[src/rtl/fetch_pc_if.sv]
// Fetch/PC bus between the control FSM side (master) and the fetch_pc_unit (slave).
// The slave modport also carries the instruction-memory request/response signals.
interface fetch_pc_if;
    logic        pc_we;
    logic [1:0]  pc_src;
    logic        ir_we;
    logic [3:0]  branch;
    logic        alu_zero;
    logic [31:0] alu_result;
    logic [31:0] imem_rdata;
    logic        imem_valid;
    logic [31:0] imem_addr;
    logic        imem_req;
    logic [31:0] instruction;
    logic [31:0] pc;
    logic        fetch_stall;
    logic        misalign;
    logic        fetch_err;

    modport master (
        output pc_we, pc_src, ir_we, branch, alu_zero, alu_result, imem_rdata, imem_valid,
        input  imem_addr, imem_req, instruction, pc, fetch_stall, misalign, fetch_err
    );

    modport slave (
        input  pc_we, pc_src, ir_we, branch, alu_zero, alu_result, imem_rdata, imem_valid,
        output imem_addr, imem_req, instruction, pc, fetch_stall, misalign, fetch_err
    );
endinterface

[src/rtl/fetch_pc_unit.sv]
// Program counter and instruction register of the multicycle CPU.
// Issues instruction fetches, stalls the FSM on slow memory and applies PC redirects.
module fetch_pc_unit #(
    parameter logic [31:0] RESET_PC = 32'h0000_0000,
    parameter logic [7:0]  TIMEOUT  = 8'd255
) (
    input  logic           clk,
    input  logic           rst_n,
    fetch_pc_if.slave      bus
);
    typedef enum logic {RUN, WAIT} state_t;

    state_t      state_reg;
    logic [7:0]  count_reg;
    logic [31:0] pc_reg;
    logic [31:0] instruction_reg;
    logic        misalign_reg;
    logic        fetch_err_reg;

    logic        fetch_done;
    logic        branch_taken;
    logic        pc_write;
    logic [31:0] pc_target;
    logic [31:0] branch_offset;

    assign bus.imem_addr   = pc_reg;
    assign bus.imem_req    = bus.ir_we | (state_reg == WAIT);
    assign bus.fetch_stall = bus.imem_req & ~bus.imem_valid;
    assign bus.instruction = instruction_reg;
    assign bus.pc          = pc_reg;
    assign bus.misalign    = misalign_reg;
    assign bus.fetch_err   = fetch_err_reg;

    assign fetch_done    = bus.imem_req & bus.imem_valid;
    assign branch_offset = {{14{instruction_reg[15]}}, instruction_reg[15:0], 2'b00};
    assign branch_taken  = ((bus.branch == 4'd1) &  bus.alu_zero) |
                           ((bus.branch == 4'd2) & ~bus.alu_zero);

    // A completing fetch always wins; redirects only apply while not waiting on memory.
    always_comb begin
        pc_write  = 1'b0;
        pc_target = pc_reg;
        if (fetch_done) begin
            pc_write  = 1'b1;
            pc_target = pc_reg + 32'd4;
        end else if (state_reg == RUN) begin
            if (bus.pc_we) begin
                if (bus.pc_src == 2'd1) begin
                    pc_write  = 1'b1;
                    pc_target = bus.alu_result;
                end else if (bus.pc_src == 2'd2) begin
                    pc_write  = 1'b1;
                    pc_target = {pc_reg[31:28], instruction_reg[25:0], 2'b00};
                end
            end else if (branch_taken) begin
                pc_write  = 1'b1;
                pc_target = pc_reg + branch_offset;
            end
        end
    end

    always_ff @(posedge clk or negedge rst_n) begin
        if (!rst_n) begin
            state_reg       <= RUN;
            count_reg       <= 8'd0;
            pc_reg          <= RESET_PC;
            instruction_reg <= 32'd0;
            misalign_reg    <= 1'b0;
            fetch_err_reg   <= 1'b0;
        end else begin
            if (pc_write) begin
                pc_reg <= {pc_target[31:2], 2'b00};
                if (pc_target[1:0] != 2'b00) begin
                    misalign_reg <= 1'b1;
                end
            end
            if (fetch_done) begin
                instruction_reg <= bus.imem_rdata;
                state_reg       <= RUN;
                count_reg       <= 8'd0;
            end else if (state_reg == RUN) begin
                if (bus.ir_we) begin
                    state_reg <= WAIT;
                end
            end else if (count_reg != TIMEOUT) begin
                // Count saturates at TIMEOUT; the fetch itself stays pending.
                count_reg <= count_reg + 8'd1;
                if (count_reg == TIMEOUT - 8'd1) begin
                    fetch_err_reg <= 1'b1;
                end
            end
        end
    end
endmodule

[src/flat_wrapper.sv]
// flat-port wrapper written by rule: the top's interface ports become plain ports
module fetch_pc_unit_flat 
#(
    parameter logic [31:0] RESET_PC = 32'h0000_0000,
    parameter logic [7:0]  TIMEOUT  = 8'd255
)
  (clk, rst_n, bus_pc_we, bus_pc_src, bus_ir_we, bus_branch, bus_alu_zero, bus_alu_result, bus_imem_rdata, bus_imem_valid, bus_imem_addr, bus_imem_req, bus_instruction, bus_pc, bus_fetch_stall, bus_misalign, bus_fetch_err);
  fetch_pc_if bus_i ();
  input  logic clk;
  input  logic rst_n;
  input wire logic [$bits(bus_i.pc_we)-1:0] bus_pc_we;
  input wire logic [$bits(bus_i.pc_src)-1:0] bus_pc_src;
  input wire logic [$bits(bus_i.ir_we)-1:0] bus_ir_we;
  input wire logic [$bits(bus_i.branch)-1:0] bus_branch;
  input wire logic [$bits(bus_i.alu_zero)-1:0] bus_alu_zero;
  input wire logic [$bits(bus_i.alu_result)-1:0] bus_alu_result;
  input wire logic [$bits(bus_i.imem_rdata)-1:0] bus_imem_rdata;
  input wire logic [$bits(bus_i.imem_valid)-1:0] bus_imem_valid;
  output wire logic [$bits(bus_i.imem_addr)-1:0] bus_imem_addr;
  output wire logic [$bits(bus_i.imem_req)-1:0] bus_imem_req;
  output wire logic [$bits(bus_i.instruction)-1:0] bus_instruction;
  output wire logic [$bits(bus_i.pc)-1:0] bus_pc;
  output wire logic [$bits(bus_i.fetch_stall)-1:0] bus_fetch_stall;
  output wire logic [$bits(bus_i.misalign)-1:0] bus_misalign;
  output wire logic [$bits(bus_i.fetch_err)-1:0] bus_fetch_err;
  assign bus_i.pc_we = bus_pc_we;
  assign bus_i.pc_src = bus_pc_src;
  assign bus_i.ir_we = bus_ir_we;
  assign bus_i.branch = bus_branch;
  assign bus_i.alu_zero = bus_alu_zero;
  assign bus_i.alu_result = bus_alu_result;
  assign bus_i.imem_rdata = bus_imem_rdata;
  assign bus_i.imem_valid = bus_imem_valid;
  assign bus_imem_addr = bus_i.imem_addr;
  assign bus_imem_req = bus_i.imem_req;
  assign bus_instruction = bus_i.instruction;
  assign bus_pc = bus_i.pc;
  assign bus_fetch_stall = bus_i.fetch_stall;
  assign bus_misalign = bus_i.misalign;
  assign bus_fetch_err = bus_i.fetch_err;
  fetch_pc_unit #(.RESET_PC(RESET_PC), .TIMEOUT(TIMEOUT)) u_core (.clk(clk), .rst_n(rst_n), .bus(bus_i));
endmodule
[config.mk]
export PLATFORM = sky130hd
export DESIGN_NAME = fetch_pc_unit_flat
export DESIGN_NICKNAME = d
export VERILOG_FILES = /design/src/rtl/fetch_pc_if.sv /design/src/rtl/fetch_pc_unit.sv /design/src/flat_wrapper.sv
export SDC_FILE = /design/constraint.sdc
export NUM_CORES = 1
export LEC_CHECK = 0
export CORE_MARGIN = 2
export CORE_UTILIZATION = 30
export CTS_CLUSTER_DIAMETER = 100
export DETAILED_ROUTE_END_ITERATION = 16
export PLACE_DENSITY_LB_ADDON = 0.3
export SLEW_MARGIN = 5
export SYNTH_ARGS = -nofsm -noshare
export SYNTH_HDL_FRONTEND = slang
export SYNTH_SLANG_ARGS = --single-unit
[constraint.sdc]
create_clock -name clk -period 3.45 [get_ports clk]
set_input_delay 0.345 -clock clk [delete_from_list [all_inputs] [get_ports clk]]
set_output_delay 0.345 -clock clk [all_outputs]
set_load 0.05 [all_outputs]
==> results of run 1 <==
==> metal layers <==
layer  GRT usage  wire [um]  part of all wire  vias to the layer above
li1            -          -                 -                     2990
met1       0.269       9830              0.48                     2867
met2       0.300       8900              0.43                      216
met3      0.0484       1530             0.074                       22
met4      0.0583        366             0.018                        0
met5           0          0                 0                        -
==> layout make-up <==
| type | count | area (um^2) | share of cell area |
|---|---|---|---|
| clock buffer | 11 | 253 | 0.0309 |
| clock inverter | 5 | 53.8 | 0.00658 |
| inverter | 16 | 60.1 | 0.00735 |
| multi-input combinational | 608 | 3780 | 0.462 |
| sequential | 73 | 1830 | 0.223 |
| tap | 270 | 338 | 0.0413 |
| timing repair buffer | 190 | 1860 | 0.228 |
==> cells in the final DEF (no fill, tap or decap), types with 3 or more instances in the layout <==
cell type	instances
a211o_1	6
a211oi_1	9
a21o_1	12
a21oi_1	66
a221oi_1	5
a31oi_1	12
and3_1	14
buf_4	19
clkbuf_16	9
clkdlybuf4s50_1	170
clkinv_2	3
conb_1	4
dfrtp_1	73
ha_1	33
inv_1	16
mux2i_1	25
nand2_1	146
nand2b_1	9
nand3_1	23
nand4_1	12
nor2_1	35
nor3_1	7
nor3b_1	3
nor4_1	5
o211ai_1	7
o21a_1	3
o21ai_0	71
o221ai_1	9
o31ai_1	3
or2_2	5
or3_1	8
xnor2_1	18
xor2_1	8
==> where the power goes <==
group,internal (mW),switching [mW],total [mW]
Sequential,1.04,0.343,1.38
Combinational,1.30,2.27,3.58
Clock,0.597,0.387,0.984
==> stage by stage <==
step	util	cells	setup WS, ns
5_1_grt	0.408	1173	0.154
4_1_cts	0.408	1173	0.420
3_5_place_dp	0.393	1157	0.427
3_3_place_gp	0.393	1157	0.451
6_report	0.408	1173	0.372
2_1_floorplan	-	766	0.428
==> cells by family after synthesis <==
| kind of cell | Yosys count | share of synthesized area |
|---|---|---|
| muxes | 27 | 0.0449 |
| DFF | 73 | 0.301 |
| other | 1 | 0.000618 |
| AOI/OAI and AO/OA | 233 | 0.245 |
| buffers and inverters | 85 | 0.0788 |
| xor gates and xnor gates | 26 | 0.0375 |
| and+or+nand+nor | 283 | 0.219 |
| adders and majority gates | 35 | 0.0734 |
==> worst paths after layout <==
check,end,slack [ns],cells after the start
max,u_core.bus.imem_addr[28],0.37,11
min,u_core.bus.instruction[26],0.15,1
max reg2reg,u_core.bus.imem_addr[28],0.37,11
min reg2reg,u_core.bus.fetch_err,0.47,1
max in group asynchronous,u_core.bus.imem_addr[3],2.60,1
min in group clk,u_core.bus.fetch_err,0.47,1
==> flow_metrics.env, run 1 <==
export IMPL_status="finished, final reports clean"
export IMPL_first_pass_iters=5
export IMPL_clockRootBuffer="clkbuf_16"
export IMPL_rsz0062_at_grt="false"
export IMPL_antenna_cells=0
export IMPL_fin_crit_ns=3.08
export IMPL_cp_startpoint="u_core.bus.imem_addr[2]"
export IMPL_routedWlPerCell_um=17.6
export IMPL_ys_types=69
export IMPL_vias=6095
export IMPL_synthTopCellsByCount="147 x nand2_1, 73 x dfrtp_1, 71 x o21ai_0"
export IMPL_grt_pass1_wl_um=33000
export IMPL_num_rows=52
export IMPL_setup_viol=0
export IMPL_syn_area_um2=6070
export IMPL_worst_slew_pin_slew_ns=1.03
export IMPL_holdWs_ns=0.155
export IMPL_cts_setup_buffers=0
export IMPL_r2r_start="u_core.bus.imem_addr[2]"
export IMPL_clkTransAtPathRegs_ns=0.06
export IMPL_yosysSeqAreaShare=0.301
export IMPL_drc=0
export IMPL_synth_top_area_cell="dfrtp_1"
export IMPL_leakage_nw=3.50
export IMPL_fin_tns_setup_ns=0
export IMPL_avgSynthCellArea_um2=7.95
export IMPL_post_cts_resized=0
export IMPL_cp_end_kind="flip-flop"
export IMPL_critPathMaxStageDelay_ns=0.49
export IMPL_maxCapViolCount=0
export IMPL_io_pins=176
export IMPL_area_growth_pct=34.7
export IMPL_final_area_um2=8180
export IMPL_max_slew_margin=0.310
export IMPL_crit_type="reg -> reg"
export IMPL_finClkSkew_ns=0.00700
export IMPL_die_w_um=146
export IMPL_filler_cell_count=2077
export IMPL_required_ns=3.70
export IMPL_grt_max_degree=74
export IMPL_ys_ff_latch=73
export IMPL_antenna_found_initial=0
export IMPL_cp_slowest_cell="dfrtp_1"
export IMPL_worstPathMaxFanout=7
export IMPL_synth_edf_count=0
export IMPL_clkLatencyLatePin_ns=0.34
export IMPL_synthCells=763
export IMPL_p_per_area_nw_per_um2=726
export IMPL_place_gp_congestion=0.905
export IMPL_min_period_over_period=0.892
export IMPL_track_usage=0.194
export IMPL_synth_most_common_cell="nand2_1"
export IMPL_placedInstanceArea_um2=7870
export IMPL_totalWireLength_um=20600
export IMPL_ant_nets=0
export IMPL_numCtsBuffers=9
export IMPL_largest_reg_flops=32
export IMPL_fp_dieH_um=146
export IMPL_crit_family="compound AO/OA/AOI/OAI gates"
export IMPL_cp_arrival_ns=3.33
export IMPL_hold_violations=0
export IMPL_slew_viol_final=0
export IMPL_hold_class="in -> async"
export IMPL_htree_levels=3
export IMPL_cts_hold_buf=0
export IMPL_vdd_drop_max_mv=0.277
export IMPL_synth_ff_type="dfrtp_1"
export IMPL_start_util=0.303
export IMPL_synth_top_area_frac=0.301
export IMPL_clock_fmax_mhz=325
export IMPL_cts_tree="built"
export IMPL_dp_hpwl_um=15200
export IMPL_drtIter0Drc=329
export IMPL_cp_start_kind="flip-flop"
export IMPL_grt_pass1_vias=5919
export IMPL_die_area_um2=21400
export IMPL_clock_sinks=73
export IMPL_cp_num_buf_inv=1
export IMPL_cts_buffer_depth=2
export IMPL_synth_area_leaders="dfrtp_1 30%, nand2_1 9.1%, ha_1 7.0%"
export IMPL_nets=1009
export IMPL_overflow=0
export IMPL_via_per_inst=5.20
export IMPL_p_total_mw=5.94
export IMPL_core_area_um2=20000
export IMPL_async_flop_share=1.00
export IMPL_drive_gt1_frac=0.0676
export IMPL_yosys_warnings=0
export IMPL_placement_io_buffers=171
export IMPL_worstPathCellList="ha_1 -> inv_1 -> fa_1 -> nand2b_1 -> a21o_1 -> a211o_1 -> a21boi_1 -> o21ai_0 -> a211oi_1 -> nor4_1 -> o31ai_1"
No activity file was read; power rests on OpenSTA's default activity.
==> run 2, diff against run 1 <==
--- a/config.mk
+++ b/config.mk
@@ -5,7 +5,7 @@
 export SDC_FILE = /design/constraint.sdc
 export NUM_CORES = 1
 export LEC_CHECK = 0
-export CORE_MARGIN = 2
+export CORE_MARGIN = 8
 export CORE_UTILIZATION = 30
 export CTS_CLUSTER_DIAMETER = 100
 export DETAILED_ROUTE_END_ITERATION = 16
==> run 2 against run 1 <==
Clock power up 8%. Power up 1.5%. First-iteration DRC count up 39%. Combinational power about the same. Cell area up 0.31%. Critical path type unchanged.
==> flow_metrics.env, run 2 (same netlist as run 1, synthesis figures left out) <==
export IMPL_status="finished, final reports clean"
export IMPL_worst_slew_pin_slew_ns=1.16
export IMPL_track_usage=0.173
export IMPL_numCtsBuffers=9
export IMPL_core_area_um2=20000
export IMPL_place_gp_congestion=0.895
export IMPL_overflow=0
export IMPL_holdWs_ns=0.176
export IMPL_area_growth_pct=35.2
export IMPL_met2WireLength_um=9540
export IMPL_leakage_nw=3.50
export IMPL_fin_tns_setup_ns=0
export IMPL_vias=6187
export IMPL_seqCellArea_um2=1830
export IMPL_cts_buffer_depth=2
export IMPL_reg2reg_slack_ns=0.31
export IMPL_clock_fmax_mhz=319
export IMPL_htree_levels=3
export IMPL_via_per_inst=5.27
export IMPL_post_cts_resized=0
export IMPL_routedWlPerCell_um=18.6
export IMPL_worstPathMaxFanout=7
export IMPL_m1WireLength_um=10000
export IMPL_totalWireLength_um=21800
export IMPL_dp_hpwl_um=16200
export IMPL_setup_viol=0
export IMPL_cp_start_kind="flip-flop"
export IMPL_crit_type="reg -> reg"
export IMPL_cts_tree="built"
export IMPL_hold_violations=0
export IMPL_postLayoutCoreUtil=0.409
export IMPL_p_total_mw=6.03
export IMPL_antenna_found_initial=1
export IMPL_fin_crit_ns=3.14
export IMPL_fp_dieH_um=158
export IMPL_rr_worst_depth=11
export IMPL_vdd_drop_max_mv=0.314
export IMPL_min_period_over_period=0.910
export IMPL_required_ns=3.70
export IMPL_drc=0
export IMPL_first_pass_iters=5
export IMPL_reg2reg_to="u_core.bus.imem_addr[28]"
export IMPL_drtIter0Drc=456
export IMPL_largest_reg_flops=32
export IMPL_grt_max_degree=74
export IMPL_multiInputGateArea_um2=3780
export IMPL_ant_nets=0
export IMPL_slew_viol_final=0
export IMPL_nets=1009
export IMPL_clkTransAtPathRegs_ns=0.07
export IMPL_clock_sinks=73
export IMPL_fin_cells=1174
export IMPL_wl_met3_um=1930
export IMPL_place_inst=1157
export IMPL_filler_cell_count=2097
export IMPL_die_w_um=158
export IMPL_grt_pass1_vias=6160
export IMPL_num_rows=52
export IMPL_clkLatencyLatePin_ns=0.34
export IMPL_drive_gt1_frac=0.0676
export IMPL_cp_end_kind="flip-flop"
export IMPL_final_cell_mix="170 x clkdlybuf4s50_1, 146 x nand2_1, 73 x dfrtp_1"
export IMPL_max_slew_margin=0.223
export IMPL_placement_io_buffers=171
export IMPL_mostFrequentLayoutCell="clkdlybuf4s50_1"
export IMPL_rsz0062_at_grt="false"
export IMPL_clockRootBuffer="clkbuf_16"
export IMPL_p_per_area_nw_per_um2=735
export IMPL_cp_arrival_ns=3.39
export IMPL_cts_hold_buf=0
export IMPL_grt_pass1_wl_um=34200
export IMPL_maxCapViolCount=0
export IMPL_hold_class="in -> async"
export IMPL_cts_setup_buffers=0
export IMPL_die_area_um2=25000
export IMPL_r2r_start="u_core.bus.imem_addr[2]"
export IMPL_finClkSkew_ns=0.0111
export IMPL_start_util=0.303
export IMPL_cp_startpoint="u_core.bus.imem_addr[2]"
export IMPL_io_pins=176
export IMPL_top_layer="met4"
## run 2: cell count changes in the layout (fill, tap and decap cells not counted), sizes merged
| cell | delta |
|---|---|
| inv | +1 |
| diode | +1 |
| bufinv | +1 |
| clkinvlp | +1 |
| clkbuf | -1 |
| clkinv | -2 |
## run 2: how the worst max path moves through the flow
stage	slack, ns	cells past startpoint	endpoint
floorplan	0.43	11	u_core.bus.imem_addr[28]
CTS	0.33	11	u_core.bus.imem_addr[28]
global placement	0.40	9	u_core.bus.imem_addr[20]
detailed placement	0.34	7	u_core.bus.imem_addr[20]
finish	0.31	11	u_core.bus.imem_addr[28]
global route	0.09	11	u_core.bus.imem_addr[28]
## run 2: where the power goes
part | internal (mW) | total [mW] | switching, mW
clock | 0.656 | 1.06 | 0.407
combinational | 1.30 | 3.60 | 2.30
sequential | 1.04 | 1.37 | 0.331
## run 2: final cells by class
type	count	share of cell area
Multi-Input combinational cell	608	0.461
Timing Repair Buffer	190	0.227
Tap cell	270	0.0412
Clock buffer	10	0.0291
Inverter	16	0.00732
Sequential cell	73	0.223
Clock inverter	6	0.0110
Antenna cell	1	0.000305
## run 2: worst max-delay path, stage by stage, from the launching register on
cell,delay [ns]
dfrtp_1,0.48
ha_1,0.29
inv_1,0.07
fa_1,0.38
nand2b_1,0.21
a21o_1,0.20
a211o_1,0.30
a21boi_1,0.23
o21ai_0,0.15
a211oi_1,0.38
nor4_1,0.10
o31ai_1,0.23
## run 2: routing by layer
metal | up-vias | global-route usage
li1 | 2996 | -
met1 | 2963 | 0.236
met2 | 213 | 0.265
met3 | 15 | 0.0478
met4 | 0 | 0.0449
met5 | - | 0
## run 2: per-stage QoR
| stage | area [um^2] | setup WS [ns] |
|---|---|---|
| 6_report | 8200 | 0.312 |
| 5_1_grt | 8200 | 0.0928 |
| 4_1_cts | 8200 | 0.326 |
| 3_5_place_dp | 7870 | 0.338 |
| 3_3_place_gp | 7870 | 0.403 |
| 2_1_floorplan | 6080 | 0.428 |
